[src/rtl/spi_cmd_rx_pkg.sv]
// Shared types and constants for the SPI command receiver.
// Latency: none (declarations only).
// Backpressure: not applicable.
package spi_rx_pkg;

    typedef enum logic [1:0] {
        IDLE   = 2'd0,
        SHIFT  = 2'd1,
        COMMIT = 2'd2
    } rx_state_t;

    localparam int SPI_FRAME_BITS = 8;

endpackage

[src/rtl/spi_cmd_rx_if.sv]
// Pin-side and result-side signals of the SPI command receiver.
// Latency: none (wiring only).
// Backpressure: none; the SPI master cannot be stalled and results are strobes.
interface spi_cmd_rx_if import spi_rx_pkg::*; #(
    parameter int FRAME_BITS = SPI_FRAME_BITS
);
    logic                  sck;
    logic                  sdi;
    logic                  load;
    logic [FRAME_BITS-1:0] val;
    logic                  val_valid;
    logic                  frame_err;
    logic                  busy;

    // Drives the SPI pins and observes the receiver results.
    modport master (
        output sck, sdi, load,
        input  val, val_valid, frame_err, busy
    );

    // The receiver itself.
    modport slave (
        input  sck, sdi, load,
        output val, val_valid, frame_err, busy
    );
endinterface

[src/rtl/spi_cmd_rx_sync_edge.sv]
// Pin synchronizer with registered edge detection for one asynchronous input.
// Latency: q follows the pin after SYNC_STAGES clk edges; rise/fall are combinational from q.
// Backpressure: none.
module sync_edge #(
    parameter int SYNC_STAGES = 2
) (
    input  logic clk,
    input  logic reset,
    input  logic d_async,
    output logic q,
    output logic rise,
    output logic fall
);
    logic [SYNC_STAGES-1:0] chain;
    logic                   dly;

    // Shift the pin through the synchronizer chain, then one more delay stage for edges.
    always_ff @(posedge clk or posedge reset) begin
        if (reset) begin
            chain <= '0;
            dly   <= 1'b0;
        end else begin
            chain <= {chain[SYNC_STAGES-2:0], d_async};
            dly   <= chain[SYNC_STAGES-1];
        end
    end

    assign q    = chain[SYNC_STAGES-1];
    assign rise = q & ~dly;
    assign fall = ~q & dly;
endmodule

[src/rtl/spi_cmd_rx.sv]
// Assembles MSB-first SPI frames from raw pins and publishes the last well-formed frame.
// Latency: val/val_valid update SYNC_STAGES+2 clk edges after the load pin falls.
// Backpressure: none; the SPI master is never stalled, bad frames only raise frame_err.
module spi_cmd_rx import spi_rx_pkg::*; #(
    parameter int FRAME_BITS  = SPI_FRAME_BITS,
    parameter int SYNC_STAGES = 2
) (
    input  logic         clk,
    input  logic         reset,
    spi_cmd_rx_if.slave  bus
);
    localparam int CW = $clog2(FRAME_BITS + 1);
    localparam int SW = $clog2(SYNC_STAGES + 1);

    logic                  sck_rise;
    logic                  load_q;
    logic                  load_rise;
    logic                  load_fall;
    logic                  sdi_s;

    rx_state_t             state;
    logic [CW-1:0]         cnt;
    logic                  ovf;
    logic [FRAME_BITS-1:0] sr;
    logic                  rise_pend;
    logic [FRAME_BITS-1:0] val_r;
    logic                  val_valid_r;
    logic                  frame_err_r;
    logic                  busy_r;

    logic [SW-1:0]         settle;
    logic                  settled;
    logic                  armed;

    sync_edge #(.SYNC_STAGES(SYNC_STAGES)) u_sck (
        .clk(clk), .reset(reset), .d_async(bus.sck),
        .q(), .rise(sck_rise), .fall()
    );

    sync_edge #(.SYNC_STAGES(SYNC_STAGES)) u_load (
        .clk(clk), .reset(reset), .d_async(bus.load),
        .q(load_q), .rise(load_rise), .fall(load_fall)
    );

    sync_edge #(.SYNC_STAGES(SYNC_STAGES)) u_sdi (
        .clk(clk), .reset(reset), .d_async(bus.sdi),
        .q(sdi_s), .rise(), .fall()
    );

    // The sync chains come out of reset at 0, so a load pin already high at reset release
    // would look like a rise. Frames are only accepted once load has been seen low after the
    // chain holds genuine post-reset samples.
    assign settled = (settle == SW'(SYNC_STAGES));

    // Track chain settling after reset and arm frame starts once load is observed low.
    always_ff @(posedge clk or posedge reset) begin
        if (reset) begin
            settle <= '0;
            armed  <= 1'b0;
        end else begin
            if (!settled) begin
                settle <= settle + SW'(1);
            end
            if (settled && !load_q) begin
                armed <= 1'b1;
            end
        end
    end

    // Frame FSM with counter, shift register and registered outputs.
    always_ff @(posedge clk or posedge reset) begin
        if (reset) begin
            state       <= IDLE;
            cnt         <= '0;
            ovf         <= 1'b0;
            sr          <= '0;
            rise_pend   <= 1'b0;
            val_r       <= '0;
            val_valid_r <= 1'b0;
            frame_err_r <= 1'b0;
            busy_r      <= 1'b0;
        end else begin
            val_valid_r <= 1'b0;
            frame_err_r <= 1'b0;
            case (state)
                IDLE: begin
                    rise_pend <= 1'b0;
                    if ((load_rise && armed) || rise_pend) begin
                        state  <= SHIFT;
                        cnt    <= '0;
                        ovf    <= 1'b0;
                        busy_r <= 1'b1;
                    end
                end
                SHIFT: begin
                    // load fall wins; a coincident sck rise is dropped.
                    if (load_fall) begin
                        state  <= COMMIT;
                        busy_r <= 1'b0;
                    end else if (sck_rise) begin
                        sr <= {sr[FRAME_BITS-2:0], sdi_s};
                        if (cnt < CW'(FRAME_BITS)) begin
                            cnt <= cnt + CW'(1);
                        end else begin
                            ovf <= 1'b1;
                        end
                    end
                end
                COMMIT: begin
                    // A very short load gap can re-rise here; remember it for IDLE.
                    rise_pend <= load_rise;
                    if ((cnt == CW'(FRAME_BITS)) && !ovf) begin
                        val_r       <= sr;
                        val_valid_r <= 1'b1;
                    end else begin
                        frame_err_r <= 1'b1;
                    end
                    state <= IDLE;
                end
                default: begin
                    state  <= IDLE;
                    busy_r <= 1'b0;
                end
            endcase
        end
    end

    assign bus.val       = val_r;
    assign bus.val_valid = val_valid_r;
    assign bus.frame_err = frame_err_r;
    assign bus.busy      = busy_r;
endmodule
[src/flat_wrapper.sv]
// flat-port wrapper written by rule: the top's interface ports become plain ports
module spi_cmd_rx_flat import spi_rx_pkg::*;
#(
    parameter int FRAME_BITS  = SPI_FRAME_BITS,
    parameter int SYNC_STAGES = 2
)
  (clk, reset, bus_sck, bus_sdi, bus_load, bus_val, bus_val_valid, bus_frame_err, bus_busy);
  spi_cmd_rx_if #(.FRAME_BITS(FRAME_BITS)) bus_i ();
  input  logic clk;
  input  logic reset;
  input wire logic [$bits(bus_i.sck)-1:0] bus_sck;
  input wire logic [$bits(bus_i.sdi)-1:0] bus_sdi;
  input wire logic [$bits(bus_i.load)-1:0] bus_load;
  output wire logic [$bits(bus_i.val)-1:0] bus_val;
  output wire logic [$bits(bus_i.val_valid)-1:0] bus_val_valid;
  output wire logic [$bits(bus_i.frame_err)-1:0] bus_frame_err;
  output wire logic [$bits(bus_i.busy)-1:0] bus_busy;
  assign bus_i.sck = bus_sck;
  assign bus_i.sdi = bus_sdi;
  assign bus_i.load = bus_load;
  assign bus_val = bus_i.val;
  assign bus_val_valid = bus_i.val_valid;
  assign bus_frame_err = bus_i.frame_err;
  assign bus_busy = bus_i.busy;
  spi_cmd_rx #(.FRAME_BITS(FRAME_BITS), .SYNC_STAGES(SYNC_STAGES)) u_core (.clk(clk), .reset(reset), .bus(bus_i));
endmodule
[config.mk]
export PLATFORM = sky130hd
export DESIGN_NAME = spi_cmd_rx_flat
export DESIGN_NICKNAME = d
export VERILOG_FILES = /design/src/rtl/spi_cmd_rx_pkg.sv /design/src/rtl/spi_cmd_rx_if.sv /design/src/rtl/spi_cmd_rx_sync_edge.sv /design/src/rtl/spi_cmd_rx.sv /design/src/flat_wrapper.sv
export SDC_FILE = /design/constraint.sdc
export NUM_CORES = 1
export LEC_CHECK = 0
export ABC_CLOCK_PERIOD_IN_PS = 2100
export CAP_MARGIN = 20
export CORE_UTILIZATION = 33
export DETAILED_ROUTE_END_ITERATION = 16
export HOLD_SLACK_MARGIN = 0.1
export PLACE_DENSITY = 0.49
export SLEW_MARGIN = 20
export SYNTH_ARGS = -nofsm -noshare
export SYNTH_HDL_FRONTEND = slang
export SYNTH_SLANG_ARGS = --single-unit
[constraint.sdc]
create_clock -name clk -period 2.1 [get_ports clk]
set_clock_uncertainty 0.15 [all_clocks]
set_input_delay 0.42 -clock clk [delete_from_list [all_inputs] [get_ports clk]]
set_output_delay 0.42 -clock clk [all_outputs]
set_load 0.1 [all_outputs]
==> results of run 1 <==
[how the worst max path moves through the flow]
stage                              endpoint  slack [ns]  depth (start not counted)
after floorplan           u_core.bus.val[0]        0.39                          5
after global placement    u_core.bus.val[4]        0.26                          5
after detailed placement  u_core.bus.val[1]        0.21                          5
after CTS                 u_core.bus.val[1]        0.19                          5
after global routing      u_core.bus.val[2]        0.02                          5
final                     u_core.bus.val[1]        0.19                          5
[per-stage QoR]
stage	hold WS, ns	setup WS, ns	instance area, um2	util	std cells
6_report	0.200	0.189	1810	0.416	184
5_1_grt	0.213	0.0238	1810	0.416	184
4_1_cts	0.203	0.186	1810	0.416	184
3_5_place_dp	0.186	0.208	1700	0.390	177
3_3_place_gp	0.184	0.259	1700	0.390	177
2_1_floorplan	0.181	0.394	1500	-	111
[state kept, by name, summed over array words and instances (netlist names)]
name	cells
u_core.bus.busy	1
u_core.cnt	4
u_core.bus.val_valid	1
u_core.armed	1
u_core.sr	8
u_core.state	2
u_core.u_sdi.chain	2
u_core.ovf	1
u_core.u_sck.chain	2
u_core.u_sck.dly	1
u_core.bus.frame_err	1
u_core.bus.val	8
u_core.rise_pend	1
u_core.u_load.dly	1
u_core.settle	2
u_core.u_load.chain	2
[where the power goes]
group	switching [W]	internal (W)	leakage, nW
clock	0.000244	0.000380	0.0573
sequential	0.0000742	0.000822	0.486
combinational	0.000138	0.000120	0.322
[placed cells by master, fill, tap and decap left out, types with 2 or more instances in the layout]
master,instances
dfrtp_1,38
mux2_2,16
buf_4,11
nand2_1,8
inv_1,7
clkbuf_8,6
nor2b_1,4
nor2_1,4
clkdlybuf4s50_1,4
o21ai_0,3
nand3_1,3
ha_1,3
nand2b_1,2
a21oi_1,2
or3_1,2
o21a_1,2
nor3b_1,2
[logic make-up after synthesis]
logic type,Yosys count,share of synthesized area
multiplexers,16,0.120
buffers and inverters,9,0.0275
XOR/XNOR,1,0.00582
AO/OA/AOI/OAI,11,0.0541
flip-flops,38,0.632
AND/OR/NAND/NOR,33,0.136
adder cells (fa/ha/maj),3,0.0250
[layer usage]
metal | vias to the layer above | track usage | routed length (um)
li1 | 419 | - | -
met4 | 0 | 0.0431 | 12
met1 | 428 | 0.148 | 1150
met5 | - | 0 | 0
met2 | 13 | 0.155 | 1070
met3 | 2 | 0.0567 | 90
[final cells by class]
class	count	area share
Clock buffer	6	0.0456
Inverter	7	0.0145
Tap cell	52	0.0360
Clock inverter	1	0.0166
Sequential cell	38	0.526
Timing Repair Buffer	16	0.0788
Multi-Input combinational cell	64	0.283
[worst max-delay path: stages (launching register included)]
cell	delay, ns
dfrtp_1	0.40
inv_1	0.07
ha_1	0.20
and4bb_2	0.24
nand3b_1	0.35
mux2_2	0.39
==> metrics.txt, run 1 <==
Synth Flop Type dfrtp_1; synthesized area per cell 13.5 um2; WP data arrival 1.93 ns; Post-synth EDFFs 0; via count 862; R2R cell count 5; Max Freq 523 MHz; # fillers 418; routability congestion estimate 0.748; min-delay src u_core.u_load.chain[0]; FF/Latch Area 951 um2; H-tree levels 2; asr flop ratio synth 1.00; max cap viols 0; Hold/Removal Path Class flop to flop; clk slew on worst S/H paths 0.08 ns; first-pass GRT wire length 4.11 mm; static leakage 0.865 nW; root buf cell clkbuf_8; CTS Sinks 38; final setup fails 0; most common library cells after synthesis 38 x dfrtp_1, 16 x mux2_2, 8 x nand2_1; top post-synthesis cells by area dfrtp_1 63%, mux2_2 12%, ha_1 2.5%; # resized after CTS 0; Syn-to-layout area delta 20.3%; Cell Rows 24; largest net degree at the start of global routing 39; first-pass iteration count of the detailed router 4; Final HPWL DP 1.56 mm; area of the multi-input gates 512 um2; DRT iter0 DRCs 40; post-DR wirelength/cell 12.6 um; Final Max Tran Viols 0; Vias/cell 4.68; RR Startpoint u_core.cnt[0]; Final #Nets 140; initial core utilization 0.345; GRT Overall Usage 0.112; relative slew slack 0.680; vias in the first global route 866; RSZ-0062 raised after global routing no; remaining global-route overflow 0; Total Wirelength 2.32 mm; area leader, netlist dfrtp_1; Remaining DRCs 0; Critical Path RT 2.12 ns; Hold Violations, Final 0; most common cell in the synthesized netlist dfrtp_1; num ports 16; share of cells above drive strength 1 0.303; Tmin final 1.91 ns; Die H 69.5 um; Clock Latency Late Sink 0.28 ns; library cells used by synthesis 29; clock buffer depth 2; critical path fanouts, max 9; # port buffers 15; Final ANT Viol Nets 0; post-synth top area share 0.632; sequential area share after synthesis 0.632; reg2reg end u_core.bus.val[1]; Pwr Density 983 nW/um2; die width 69.5 um; Post-CTS Setup Inserts 0; initial antenna violation count 0; total power 0.00178 W; reg2reg setup slack 0.19 ns; Syn Nets 119; Final Cycle Share 0.910; status finished clean; Worst Hold End u_core.u_load.chain[1]; worst IR drop on VDD 371 uV; CTS Buf Count 5; Warnings, synthesis 0; total core area 4350 um2; critical path class flop to flop; Post-Syn Area 1500 um2; hold path cells 0; Crit. Startpoint u_core.cnt[0]; CTS tree yes; DIE AREA 4830 um2; Worst Tran Pin Value 0.480 ns; Gate Count Post-Synth 111; Synth Register Bits 38; ant diodes 0; cts hold-fix bufs 0; CP Capture Type flop; CP startpoint kind flop; Fin Setup TNS 0 ns
Note: power is estimated with default switching activity, not from simulation.
==> inputs of run 2 (changes only) <==
--- a/config.mk
+++ b/config.mk
@@ -7,6 +7,7 @@
 export LEC_CHECK = 0
 export ABC_CLOCK_PERIOD_IN_PS = 2100
 export CAP_MARGIN = 20
+export CORE_MARGIN = 2
 export CORE_UTILIZATION = 33
 export DETAILED_ROUTE_END_ITERATION = 16
 export HOLD_SLACK_MARGIN = 0.1
==> metrics.txt, run 2 (synthesis gave the netlist of run 1 again) <==
Cell Rows 24; Syn-to-layout area delta 20.3%; worst IR drop on VDD 396 uV; status finished clean; hold path cells 0; Worst Tran Pin Value 0.502 ns; routability congestion estimate 0.750; initial core utilization 0.343; Post-CTS Setup Inserts 0; Final ANT Viol Nets 0; GRT Overall Usage 0.111; CP startpoint kind flop; RSZ-0062 raised after global routing no; vias in the first global route 943; CTS Sinks 38; CTS tree yes; clk slew on worst S/H paths 0.07 ns; R2R cell count 5; share of cells above drive strength 1 0.303; WP data arrival 1.95 ns; post-layout util 0.413; Post-DP Area 1700 um2; die width 71.5 um; Final HPWL DP 1.67 mm; critical path class flop to flop; H-tree levels 2; relative slew slack 0.664; Critical Path RT 2.12 ns; CTS Buf Count 5; # port buffers 15; Total Wirelength 2.40 mm; Pwr Density 981 nW/um2; Final Max Tran Viols 0; Tmin final 1.93 ns; Remaining DRCs 0; most frequent cells in the layout 38 x dfrtp_1, 16 x mux2_2, 11 x buf_4, 8 x nand2_1, 7 x inv_1; design area 1810 um2; post-DR wirelength/cell 13.0 um; Die H 71.5 um; first-pass iteration count of the detailed router 3; Max Freq 519 MHz; Final Cycle Share 0.917; area of the multi-input gates 512 um2; initial antenna violation count 0; # fillers 430; largest net degree at the start of global routing 39; via count 881; num ports 16; remaining global-route overflow 0; Fin Setup TNS 0 ns; static leakage 0.865 nW; first-pass GRT wire length 4.32 mm; DRT iter0 DRCs 60; root buf cell clkbuf_8; critical path fanouts, max 9; Hold/Removal Path Class flop to flop; commonest non-fill, non-tap cell in the layout dfrtp_1; cts hold-fix bufs 0; FF/Latch Area 951 um2; max cap viols 0; final setup fails 0; Final #Nets 140; ant diodes 0; total core area 4380 um2; Clock Latency Late Sink 0.29 ns; CP Capture Type flop; # resized after CTS 0; DIE AREA 5110 um2; clock buffer depth 2; Hold Violations, Final 0; Vias/cell 4.79
## run 2: cell counts in the layout (fill, tap and decap cells not counted)
No cell type changed its count.
## run 2: path summary, 6_finish.rpt
path                                   startpoint  slack, ns                      to
max in group asynchronous                   reset       1.07       u_core.bus.val[5]
hold reg to reg            u_core.u_load.chain[0]       0.20  u_core.u_load.chain[1]
hold / removal             u_core.u_load.chain[0]       0.20  u_core.u_load.chain[1]
setup / recovery                    u_core.cnt[0]       0.17       u_core.bus.val[4]
setup reg to reg                    u_core.cnt[0]       0.17       u_core.bus.val[4]
min in group asynchronous                   reset       0.40   u_core.u_sdi.chain[0]
## run 2: critical path, stage by stage (launching register included)
cell and delay (ns):
dfrtp_1 0.41, inv_1 0.09, ha_1 0.14, and4bb_2 0.24, nand3b_1 0.37, mux2_2 0.41
## run 2: area by class of cell
class                      count  area share
clock buffer                   6      0.0456
clock inverter                 1      0.0166
inverter                       7      0.0145
multi-input combinational     64       0.283
sequential                    38       0.526
tap                           52      0.0360
timing repair buffer          16      0.0788
## run 2: stage by stage
step	hold WS [ns]	power, W	worst slack [ns]	std cells
final	0.200	0.00178	0.174	184
after global routing	0.205	0.00187	0.0662	184
after CTS	0.201	0.00181	0.191	184
after detailed placement	0.185	0.00117	0.203	177
after global placement	0.184	0.00116	0.254	177
after floorplan	0.181	0.00109	0.394	111
## run 2: where the power goes
group | leakage, nW | switching, W | internal [W] | total (W)
sequential | 0.486 | 0.0000727 | 0.000822 | 0.000895
clock | 0.0573 | 0.000243 | 0.000380 | 0.000623
combinational | 0.322 | 0.000137 | 0.000120 | 0.000257
total | 0.865 | 0.000453 | 0.00132 | 0.00178
## run 2: metal layers
metal / share of wire / wire [um] / global-route usage
met1: 0.46 / 1110 / 0.133
met5: 0 / 0 / 0
met3: 0.033 / 79 / 0.0309
met4: 0.025 / 60 / 0.0734
met2: 0.48 / 1150 / 0.175
==> RTL edit: new RTL, flow settings as in run 2 <==
Make the reset (`reset`) synchronous in 3 clocked blocks. Comments in the files are not updated.
--- a/src/rtl/spi_cmd_rx_sync_edge.sv
+++ b/src/rtl/spi_cmd_rx_sync_edge.sv
@@ -15,7 +15,7 @@
     logic                   dly;
 
     // Shift the pin through the synchronizer chain, then one more delay stage for edges.
-    always_ff @(posedge clk or posedge reset) begin
+    always_ff @(posedge clk) begin
         if (reset) begin
             chain <= '0;
             dly   <= 1'b0;
--- a/src/rtl/spi_cmd_rx.sv
+++ b/src/rtl/spi_cmd_rx.sv
@@ -53,7 +53,7 @@
     assign settled = (settle == SW'(SYNC_STAGES));
 
     // Track chain settling after reset and arm frame starts once load is observed low.
-    always_ff @(posedge clk or posedge reset) begin
+    always_ff @(posedge clk) begin
         if (reset) begin
             settle <= '0;
             armed  <= 1'b0;
@@ -68,7 +68,7 @@
     end
 
     // Frame FSM with counter, shift register and registered outputs.
-    always_ff @(posedge clk or posedge reset) begin
+    always_ff @(posedge clk) begin
         if (reset) begin
             state       <= IDLE;
             cnt         <= '0;
Formal check against the unedited RTL: differs if reset is asserted again (counterexample within 10 cycles, from zero or initial values and one cycle with reset high); with reset held inactive, the same outputs for 10 cycles.
==> RTL edit against run 2 <==
- synthesized area fell by 5.6%
- count of clock-buffer cells in the layout did not move
- total power fell by 14%
- highest routed layer unchanged
- critical path depth stayed put
- cell area shrank 5.1%
- wire length down 0.54%
- sequential cell count stayed put
- setup slack better by 0.18 ns
- via count increased by 10%
==> RTL edit: results <==
[outcome]
status = "finished, final reports clean"

[setup_path]
crit_fanout = 10
endpoint = "u_core.cnt[2]"
cp-startpoint = "u_core.u_load.chain[1]"
timing.rr.start = "u_core.u_load.chain[1]"
crit_arrival_ns = 1.83
crit_family = "simple AND/OR/NAND/NOR gates"
rrSetupSlack_ns = 0.35
slowest_stage = "or4b_4"
critPathMaxStageDelay_ns = 0.51

[routing]
wl_mm = 2.39
drtIter0Drc = 51
first_pass_iters = 4
num_vias = 972

[clocking]
cts_resized = 0
clkTransAtPathRegs_ns = 0.07
cts_root_buffer = "clkbuf_8"
cts_setup_buffers = 0
h-tree-depth = 2

[synthesis]
netlist_top_cells_count = "dfxtp_1 (38), nor2_1 (26), mux2i_1 (16)"
syn_inst = 138
ys_top_cells_by_area = "dfxtp_1 (54%), mux2i_1 (11%), nor2_1 (6.9%), nor2b_1 (4.0%), ha_1 (2.6%)"
synth_cell_types = 35
ys_warn_count = 0
syn-num-nets = 146
ys_seq_area_share_pct = 53.6
synthArstFlopShare_pct = 0

[power]
pwr-share-comb_pct = 8.7
seq_power_share_pct = 50.6
pg_seq_uw = 775
cellLeakagePower_uw = 0.000801
swShare_pct = 22.2
ir_drop_mv = 0.393

[placement]
dpl.cell_count = 199
placed_cell_area_um2 = 1600
gp_congestion = 0.770
pre_cts_slack_ns = 0.359
hpwl_mm = 1.61

[sta]
timing.hold.ws_ns = 0.289
slew_headroom_pct = 60.8
finalCritPeriodShare_pct = 83.3

[global_route]
first_global_vias = 918
grt_max_degree = 39
gr-total-overflow = 0
grtUsageTotal_pct = 11.1
grt_first_pass_wirelength_mm = 4.16

[min_path]
whs_endpoint = "u_core.u_sck.chain[1]"
min_from = "u_core.u_sck.chain[0]"
min_path_cells = 1

[layout]
drive_above_1_share_pct = 17.3
diodes = 0
register_area_um2 = 761
layout.cells.non_filler = 206
nFillCells = 393
fin_nets = 164
==> RTL edit: kinds of logic (layout without fill, tap and decap cells) <==
kind of cell             count (synthesis)  count (layout)  share of synthesized area [%]
flip-flops                              38              38                           53.6
AO/OA/AOI/OAI                           19              19                           9.16
adder cells (fa/ha/maj)                  3               3                           2.64
multiplexers                            16              16                           11.3
AND/OR/NAND/NOR                         50              50                           19.1
buffers and inverters                   11              29                           3.61
XOR/XNOR                                 1               1                          0.617
==> RTL edit: final cells by class <==
cell class | count | share of cell area, %
flip-flops and latches | 38 | 44.3
multi-input cells | 89 | 35.4
repair buffers | 18 | 9.18
clock buffers | 6 | 4.81
well taps | 50 | 3.64
clock inverters | 1 | 1.75
inverters | 4 | 0.875
==> RTL edit: per-layer routing <==
layer / routed length [µm] / GRT usage, % / vias up
li1: - / - / 509
met1: 1200 / 13.3 / 442
met2: 1030 / 16.3 / 14
met3: 95 / 4.22 / 7
met4: 61 / 7.19 / 0
met5: 0 / 0 / -
